### src/rtl/powerup_pkg.sv
// Shared types and default durations for the power-up manager.
//
// Contents:
//   present_t      - decoded present type (LIFE, FREEZE, SHIELD, ROPE)
//   effect_state_t - per-effect FSM state (IDLE, ACTIVE)
//   time_t         - 4-bit seconds counter
//   DEF_*_TIME     - default effect durations in seconds
package powerup_pkg;

  typedef enum logic [1:0] {
    LIFE   = 2'd0,
    FREEZE = 2'd1,
    SHIELD = 2'd2,
    ROPE   = 2'd3
  } present_t;

  typedef enum logic {
    IDLE   = 1'b0,
    ACTIVE = 1'b1
  } effect_state_t;

  typedef logic [3:0] time_t;

  localparam int DEF_FREEZE_TIME = 5;
  localparam int DEF_SHIELD_TIME = 10;
  localparam int DEF_ROPE_TIME   = 10;

endpackage

### src/rtl/effect_timer.sv
// One timed power-up effect: IDLE/ACTIVE FSM with a 4-bit seconds down-counter.
//
// Ports:
//   clk, reset - clock, synchronous active-high reset
//   load       - (re)start the effect at `duration` seconds
//   tick       - once-per-second pulse; decrements while ACTIVE
//   clear      - cancel the effect (highest priority after reset)
//   duration   - reload value
//   active     - effect enabled (registered state)
//   left       - seconds remaining (0 while IDLE)
//   warn       - only with POWERUP_WARN_EN: ACTIVE with left <= 2
//
// Optional feature macro: POWERUP_WARN_EN.
module effect_timer
  import powerup_pkg::*;
(
  input  logic  clk,
  input  logic  reset,
  input  logic  load,
  input  logic  tick,
  input  logic  clear,
  input  time_t duration,
  output logic  active,
  output time_t left
`ifdef POWERUP_WARN_EN
  ,
  output logic  warn
`endif
);

  effect_state_t state_q, state_d;
  time_t         cnt_q, cnt_d;

  // Priority: clear > load > tick. A load that coincides with a tick
  // reloads without decrementing; reloading never accumulates.
  always_comb begin
    state_d = state_q;
    cnt_d   = cnt_q;
    if (clear) begin
      state_d = IDLE;
      cnt_d   = '0;
    end else if (load) begin
      state_d = ACTIVE;
      cnt_d   = duration;
    end else if (tick && (state_q == ACTIVE)) begin
      // Expire on the tick that would take the counter to 0; the <= also
      // keeps the counter from wrapping should it ever read 0 while ACTIVE.
      if (cnt_q <= 4'd1) begin
        state_d = IDLE;
        cnt_d   = '0;
      end else begin
        cnt_d = cnt_q - 4'd1;
      end
    end
  end

  always_ff @(posedge clk) begin
    if (reset) begin
      state_q <= IDLE;
      cnt_q   <= '0;
    end else begin
      state_q <= state_d;
      cnt_q   <= cnt_d;
    end
  end

  assign active = (state_q == ACTIVE);
  assign left   = cnt_q;

`ifdef POWERUP_WARN_EN
  // Registered from next-state values so it lines up with left/active.
  logic warn_q;
  always_ff @(posedge clk) begin
    if (reset) begin
      warn_q <= 1'b0;
    end else begin
      warn_q <= (state_d == ACTIVE) && (cnt_d <= 4'd2);
    end
  end
  assign warn = warn_q;
`endif

endmodule

### src/rtl/powerup_manager.sv
// Power-up manager: turns collected presents into an extra-life pulse and
// three independent timed effects (freeze, shield, double rope).
//
// Ports:
//   clk, reset        - clock, synchronous active-high reset
//   col_present       - one-cycle pulse: present collected
//   present_type      - type of collected present (valid with col_present)
//   secClk            - one-cycle pulse per second
//   level_start       - one-cycle pulse; cancels everything
//   add_life          - one-cycle pulse, cycle after a LIFE collect
//   freeze_active, shield_active, rope_double - effect enables
//   freeze_left, shield_left, rope_left       - seconds remaining
//   freeze_warn, shield_warn, rope_warn       - only with POWERUP_WARN_EN
//
// Handshake: col_present/secClk/level_start are single-cycle strobes with no
// back-pressure; present_type is only looked at while col_present is high.
// All outputs are registered.
//
// Optional feature macro: POWERUP_WARN_EN.
module powerup_manager
  import powerup_pkg::*;
#(
  parameter int FREEZE_TIME = DEF_FREEZE_TIME,
  parameter int SHIELD_TIME = DEF_SHIELD_TIME,
  parameter int ROPE_TIME   = DEF_ROPE_TIME
) (
  input  logic       clk,
  input  logic       reset,
  input  logic       col_present,
  input  logic [1:0] present_type,
  input  logic       secClk,
  input  logic       level_start,
  output logic       add_life,
  output logic       freeze_active,
  output logic       shield_active,
  output logic       rope_double,
  output logic [3:0] freeze_left,
  output logic [3:0] shield_left,
  output logic [3:0] rope_left
`ifdef POWERUP_WARN_EN
  ,
  output logic       freeze_warn,
  output logic       shield_warn,
  output logic       rope_warn
`endif
);

  present_t ptype;
  logic     add_life_q;

  assign ptype = present_t'(present_type);

  always_ff @(posedge clk) begin
    if (reset) begin
      add_life_q <= 1'b0;
    end else begin
      add_life_q <= col_present && (ptype == LIFE) && !level_start;
    end
  end
  assign add_life = add_life_q;

  effect_timer u_freeze (
    .clk      (clk),
    .reset    (reset),
    .load     (col_present && (ptype == FREEZE)),
    .tick     (secClk),
    .clear    (level_start),
    .duration (time_t'(FREEZE_TIME)),
    .active   (freeze_active),
    .left     (freeze_left)
`ifdef POWERUP_WARN_EN
    ,
    .warn     (freeze_warn)
`endif
  );

  effect_timer u_shield (
    .clk      (clk),
    .reset    (reset),
    .load     (col_present && (ptype == SHIELD)),
    .tick     (secClk),
    .clear    (level_start),
    .duration (time_t'(SHIELD_TIME)),
    .active   (shield_active),
    .left     (shield_left)
`ifdef POWERUP_WARN_EN
    ,
    .warn     (shield_warn)
`endif
  );

  effect_timer u_rope (
    .clk      (clk),
    .reset    (reset),
    .load     (col_present && (ptype == ROPE)),
    .tick     (secClk),
    .clear    (level_start),
    .duration (time_t'(ROPE_TIME)),
    .active   (rope_double),
    .left     (rope_left)
`ifdef POWERUP_WARN_EN
    ,
    .warn     (rope_warn)
`endif
  );

endmodule
### config.mk
export PLATFORM = sky130hd
export DESIGN_NAME = powerup_manager
export DESIGN_NICKNAME = d
export VERILOG_FILES = /design/src/rtl/powerup_pkg.sv /design/src/rtl/effect_timer.sv /design/src/rtl/powerup_manager.sv
export SDC_FILE = /design/constraint.sdc
export NUM_CORES = 1
export LEC_CHECK = 0
export ABC_CLOCK_PERIOD_IN_PS = 1350
export CELL_PAD_IN_SITES_DETAIL_PLACEMENT = 0
export CELL_PAD_IN_SITES_GLOBAL_PLACEMENT = 1
export CORE_UTILIZATION = 30
export CTS_BUF_LIST = sky130_fd_sc_hd__clkbuf_16
export DETAILED_ROUTE_END_ITERATION = 12
export PLACE_DENSITY_LB_ADDON = 0.2
export SYNTH_ARGS = -nofsm -noshare
export SYNTH_HDL_FRONTEND = slang
export SYNTH_SLANG_ARGS = --single-unit
### constraint.sdc
create_clock -name clk -period 1.35 [get_ports clk]
set_input_delay 0.27 -clock clk [delete_from_list [all_inputs] [get_ports clk]]
set_output_delay 0.27 -clock clk [all_outputs]
set_load 0.05 [all_outputs]
# After elaboration in Yosys (flattened, before gate mapping)

Index checks and enable logic that the tools add are counted.

Logic and storage cells: 60
Register bits after elaboration: 16
Output and inout port bits: 16

$add $sub $neg: 3
Reduce and logical (&&, ||, !) cells: 23
$lt $le $gt $ge: 3
Mux-type cells: 18
Equal/unequal tests: 3

Operators by type and width:

| cell                                                                  | number |
|---|---|
| 4-bit 2-to-1 mux                                                      | 7 |
| 4-bit by 1-bit <= comparator with 1-bit output, second input constant | 3 |
| 2-bit nonzero test                                                    | 6 |
| 4-bit by 1-bit subtractor with 4-bit output, second input constant    | 3 |
| 1-bit 2-to-1 mux                                                      | 9 |
| 3-bit OR reduction                                                    | 3 |
| 1-bit logical AND                                                     | 8 |
| 3-bit 2-to-1 mux                                                      | 2 |
| 2-bit AND reduction                                                   | 3 |
| 2-bit equality test, second input constant                            | 2 |
| 2-bit by 1-bit equality test with 1-bit output, second input constant | 1 |
| 2-bit zero test                                                       | 1 |
| 2-bit OR reduction                                                    | 1 |
| 1-bit zero test                                                       | 1 |

# Longest topological paths before layout

Word-level depth: 4
Mapped depth: 5
Mapped depth without buffers: 5

# Hierarchy

Synthesis repeated with hierarchy kept, for this count alone.

Cells, all modules: 120
Area, all modules: 1009.7 sq um

By module, submodules not included:

| module          | instances | area each (sq um) | cells an instance |
|---|---|---|---|
| effect_timer    | 3         | 311.5             | 37 |
| powerup_manager | 1         | 75.1              | 9 |

# Worst setup path before layout

No wires, ideal clock.

Path type: reg2reg
Start: register u_rope.cnt_q[0], in the netlist u_rope.left[0]
End: register u_rope.cnt_q[3], in the netlist u_rope.left[3]
Setup slack: -0.442 ns
Period minus slack after synthesis: 1.792 ns
Setup time: 0.074 ns
Arrival time: 1.718 ns
Cell stages (with the launch flop): 6
Cells stage by stage: dfxtp_1 inv_1 ha_1 nor2_1 or4b_1 a31oi_1

Cells in the longest elaborated chain, start to end: 4

RTL lines:

| what                                                                                                                 | RTL line                               | text |
|---|---|---|
| start: declaration                                                                                                   | effect_timer.sv:32                     | `time_t cnt_q, cnt_d;` |
| start signal: assignment                                                                                             | effect_timer.sv:63                     | `cnt_q <= cnt_d;` |
| 4-bit by 1-bit subtractor with 4-bit output / 4-bit by 1-bit <= comparator with 1-bit output (equally long branches) | effect_timer.sv:52, effect_timer.sv:48 |  |
| 4-bit 2-to-1 mux (*)                                                                                                 | effect_timer.sv:48                     | `if (cnt_q <= 4'd1) begin` |
| 4-bit 2-to-1 mux (*)                                                                                                 | effect_timer.sv:45                     | `end else if (tick && (state_q == ACTIVE)) begin` |
| 4-bit 2-to-1 mux (*)                                                                                                 | effect_timer.sv:42                     | `end else if (load) begin` |

Every way passes the cells marked *; elsewhere a longest branch is shown, timed or not. The select of a mux whose other input is x is not followed.
A chain may end at the register's enable or synchronous reset.

# Worst setup path after layout

Start: register u_shield.cnt_q[0], in the netlist u_shield.left[0]
End: register u_shield.cnt_q[3], in the netlist u_shield.left[3]

Cells in the longest elaborated chain, start to end: 4

RTL lines:

| what                                                                                                                 | RTL line |
|---|---|
| start: declaration                                                                                                   | effect_timer.sv:32 |
| start signal: assignment                                                                                             | effect_timer.sv:63 |
| 4-bit by 1-bit subtractor with 4-bit output / 4-bit by 1-bit <= comparator with 1-bit output (equally long branches) | effect_timer.sv:52, effect_timer.sv:48 |
| 4-bit 2-to-1 mux (*)                                                                                                 | effect_timer.sv:48 |
| 4-bit 2-to-1 mux (*)                                                                                                 | effect_timer.sv:45 |
| 4-bit 2-to-1 mux (*)                                                                                                 | effect_timer.sv:42 |

Marks and branches as above.

==> impl_metrics.py <==
metrics = {
    "outcome": {
        "result_of_the_run": "complete, but fails checks",
        "violations": "negative setup slack",
    },
    "global_route": {
        "overflow": 0,
        "grt_first_pass_wirelength_um": 4057,
        "first_global_vias": 894,
        "grt_start_max_net_pins": 10,
        "track_usage_pct": 16.45,
        "antenna_found_initial": 0,
    },
    "power": {
        "power_dissipated_by_switching_net_loads_uw": 257.6,
        "power_frac_comb_pct": 12.6,
        "pwr-share-seq_pct": 40.4,
        "power_density_mw_per_mm2": 765.5,
        "static-leakage-power_uw": 0.0005203,
        "power.share.switching_pct": 21.58,
        "intPower_uw": 935.8,
        "power.share.clock_pct": 47.0,
        "power.ir.vdd_worst_uv": 513.8,
    },
    "worst_setup_path": {
        "rrSetupSlack_ns": -0.01,
        "slowest_delay_ns": 0.44,
        "timing.critical_path.depth": 5,
        "start_kind": "flip-flop",
        "worstPathRequired_ns": 1.52,
        "regToRegStartpoint": "u_shield.left[0]",
        "critical_path.endpoint_type": "flip-flop",
        "worst-r2r-cell-count": 5,
        "cp_top_family": "simple AND/OR/NAND/NOR gates",
        "worst_path_cell_chain": "inv_4, ha_4, nor2_4, or4b_1, a31oi_1",
        "path_buf_inv": 1,
        "endpoint_arrival_time_on_the_critical_path_ns": 1.53,
        "worst_path_slowest_cell": "sky130_fd_sc_hd__or4b_1",
        "rr_endpoint": "u_shield.left[3]",
        "crit_fanout": 5,
        "timing.setup.critical_path_class": "flip-flop to flip-flop",
    },
    "clock_network": {
        "clk_root_buffer_cell": "sky130_fd_sc_hd__clkbuf_16",
        "cts_tree": "yes",
        "clock_insertion_delay_worst_skew_ns": 0.24,
        "clock-sinks": 16,
        "htreeDepth": 1,
        "clk_pin_slew_worst_paths_ns": 0.05,
        "cts.path.max_buffers": 2,
        "numCtsBuffers": 3,
        "cts.hold.buffers_added": 0,
    },
    "placement": {
        "detailed_place_hpwl_um": 1799,
        "detailed_place.area_mm2": 0.001446,
        "pre_cts_slack_ns": -0.3808,
        "place.port_buffers": 22,
        "gp_congestion": 0.8127,
    },
    "sta": {
        "fin_worst_hold_slack_ns": 0.5193,
        "setup-tns-final_ns": -0.01483,
        "timing.clock.skew_ns": 0.002092,
        "top_achievable_clock_speed_mhz": 732.7,
        "finalHoldViolations": 0,
        "setup_viol": 1,
        "rsz0062_at_grt": "yes",
        "finalWorstPathRequiredPeriod_ns": 1.365,
        "timing.final.ws_setup_ns": -0.01483,
        "worst_slew_pin_slew_ns": 0.3553,
        "finalMaxSlewViolations": 0,
        "finalCritPeriodShare_pct": 101.1,
        "slew_headroom_pct": 76.28,
    },
    "die": {
        "placeable_core_region_mm2": 0.002567,
        "initial_core_util_pct": 33.14,
        "design.die.area_mm2": 0.003053,
        "die_height_um": 55.26,
        "ios": 23,
        "chipWidth_um": 55.26,
        "standard_cell_rows": 18,
    },
    "min_path": {
        "hp-class": "flip-flop to flip-flop",
        "timing.hold.worst_path_depth": 2,
        "hold-path-endpoint": "u_shield.left[0]",
        "hold_start": "u_shield.left[0]",
    },
    "drt": {
        "avgRoutedWirePerCell_um": 14.31,
        "iteration_0_drc_markers": 8,
        "ant_nets": 0,
        "detailroute.via_count": 900,
        "via_per_inst": 5.422,
        "drc": 0,
        "route.final.wire_length_um": 2376,
        "drt_first_pass_iters": 4,
    },
    "synthesis": {
        "avgSynthCellArea_um2": 8.508,
        "synth_enable_flop_cells": 0,
        "synth_sequential_area_ratio_pct": 37.65,
        "mappedNetlistArea_um2": 850.8,
        "synth.yosys.warnings": 0,
        "yosys.cell_types.count": 20,
        "synth_fp_nets": 113,
        "synth.top_cells.by_area": "sky130_fd_sc_hd__dfxtp_1 (38%), sky130_fd_sc_hd__ha_1 (8.8%), sky130_fd_sc_hd__nand2_1 (6.6%)",
        "synth_async_sr_flop_share_pct": 0,
        "yosysTopAreaCellShare_pct": 37.65,
        "syn_inst": 100,
        "synth.most_common_cell": "sky130_fd_sc_hd__dfxtp_1",
        "synth_top_cells_by_count": "sky130_fd_sc_hd__dfxtp_1 (16), sky130_fd_sc_hd__nand2_1 (15), sky130_fd_sc_hd__inv_1 (10)",
        "synth_ff_type": "sky130_fd_sc_hd__dfxtp_1",
        "postSynthRegisterBits": 16,
        "synth.largest_area_cell": "sky130_fd_sc_hd__dfxtp_1",
    },
    "finish": {
        "fin_area_mm2": 0.001559,
        "insertedDiodeCount": 0,
        "final_core_utilization_pct": 60.72,
        "drive_above_1_share_pct": 42.65,
        "syn_to_final_growth_pct": 83.24,
        "final_net_count": 151,
    },
    "run": {
        "number_of_maximum_capacitance_constraint_violations": 0,
    },
}
-- cells by family (layout without fill, tap and decap cells) --
kind of cell	count (synthesis)	after routing	share of synthesized area, %
AND/OR/NAND/NOR	39	39	27.06
AO/OA/AOI/OAI	27	27	20.74
flip-flops	16	16	37.65
buffers and inverters	12	48	5.736
adder cells (fa/ha/maj)	6	6	8.823
-- cell usage in the layout, fill, tap and decap left out --
master | synthesis | final
sky130_fd_sc_hd__ha_2 | 0 | 3
sky130_fd_sc_hd__dfxtp_4 | 0 | 6
sky130_fd_sc_hd__nand2_1 | 15 | 15
sky130_fd_sc_hd__nor4b_1 | 1 | 1
sky130_fd_sc_hd__o21ai_0 | 3 | 3
sky130_fd_sc_hd__clkdlybuf4s50_1 | 0 | 5
sky130_fd_sc_hd__a31oi_1 | 6 | 6
sky130_fd_sc_hd__o311ai_2 | 0 | 1
sky130_fd_sc_hd__nand3_1 | 4 | 4
sky130_fd_sc_hd__nand4bb_1 | 3 | 3
sky130_fd_sc_hd__a21oi_1 | 9 | 9
sky130_fd_sc_hd__or3b_1 | 3 | 3
sky130_fd_sc_hd__buf_6 | 0 | 1
sky130_fd_sc_hd__and2_1 | 3 | 3
sky130_fd_sc_hd__or4b_1 | 3 | 3
sky130_fd_sc_hd__inv_4 | 0 | 6
sky130_fd_sc_hd__o41ai_1 | 3 | 3
sky130_fd_sc_hd__nor2_1 | 4 | 1
sky130_fd_sc_hd__inv_1 | 10 | 4
sky130_fd_sc_hd__dfxtp_2 | 0 | 3
sky130_fd_sc_hd__buf_4 | 1 | 10
sky130_fd_sc_hd__dlygate4sd2_1 | 0 | 1
sky130_fd_sc_hd__ha_4 | 0 | 3
sky130_fd_sc_hd__nor2_4 | 0 | 3
sky130_fd_sc_hd__clkbuf_16 | 0 | 3
sky130_fd_sc_hd__o311ai_1 | 0 | 3
sky130_fd_sc_hd__nand3b_1 | 2 | 2
sky130_fd_sc_hd__dfxtp_1 | 16 | 7
sky130_fd_sc_hd__or2_2 | 1 | 1
sky130_fd_sc_hd__o311ai_0 | 6 | 2
sky130_fd_sc_hd__buf_12 | 0 | 17
sky130_fd_sc_hd__buf_2 | 0 | 1
-- flip-flops by register name (all words and copies together) (netlist names) --
register and count:
u_freeze.left 4, u_freeze.active 1, u_rope.active 1, u_shield.left 4
u_shield.active 1, add_life 1, u_rope.left 4
-- power by group through the flow --
stage                     Sequential, uW  Clock [uW]  Combinational (uW)
after floorplan                      510           0                43.1
after CTS                            481         573                 151
after detailed placement             491           0                 144
after global routing                 482         596                 161
after global placement               491           0                 141
final                                482         561                 151
-- worst register-to-register path, delay by kind of cell, from the launching register on --
family	cells	cell delay, ns
fa+ha+maj	1	0.16
compound gates	1	0.14
flops	1	0.39
simple gates	2	0.55
buf+inv	1	0.05
-- metal layers --
layer | share of wire [%] | wire [um] | GRT usage, % | vias to the layer above
met3 | 3.2 | 76 | 2.342 | 4
met5 | 0 | 0 | 0 | -
li1 | - | - | - | 445
met1 | 43 | 1012 | 20.09 | 427
met4 | 1.6 | 37 | 7.500 | 0
met2 | 53 | 1249 | 28.40 | 24
-- layout make-up --
cell class / instances / area, um2
clock buffer: 3 / 75.07
fill: 220 / 1008
inverter: 10 / 52.55
multi-input combinational: 72 / 556.8
sequential: 16 / 346.6
tap: 30 / 37.54
timing repair buffer: 35 / 490.5
-- metrics by stage --
stage	total power, uW	instances
final	1193	166
after floorplan	553.1	100
after global placement	632.6	159
after global routing	1239	166
after CTS	1205	166
after detailed placement	635.5	159
-- worst max path at each step --
stage | from | to | slack [ns]
final | u_shield.left[0] | u_shield.left[3] | -0.01
after detailed placement | secClk | u_freeze.left[2] | -0.38
after global routing | u_shield.left[0] | u_shield.left[3] | -0.09
after CTS | u_shield.left[0] | u_shield.left[3] | -0.01
after global placement | secClk | u_rope.left[3] | -0.33
after floorplan | u_rope.left[1] | u_rope.left[3] | -0.03
-- what timing repair did --
item / 4_1_cts / 5_1_grt
setup endpoints to repair: 6 / 8
buffers inserted: 3 / 0
gates cloned: 1 / 0
pin swaps: 0 / 2
gates resized for setup: 3 / 4
(Power assumes the default switching activity.)
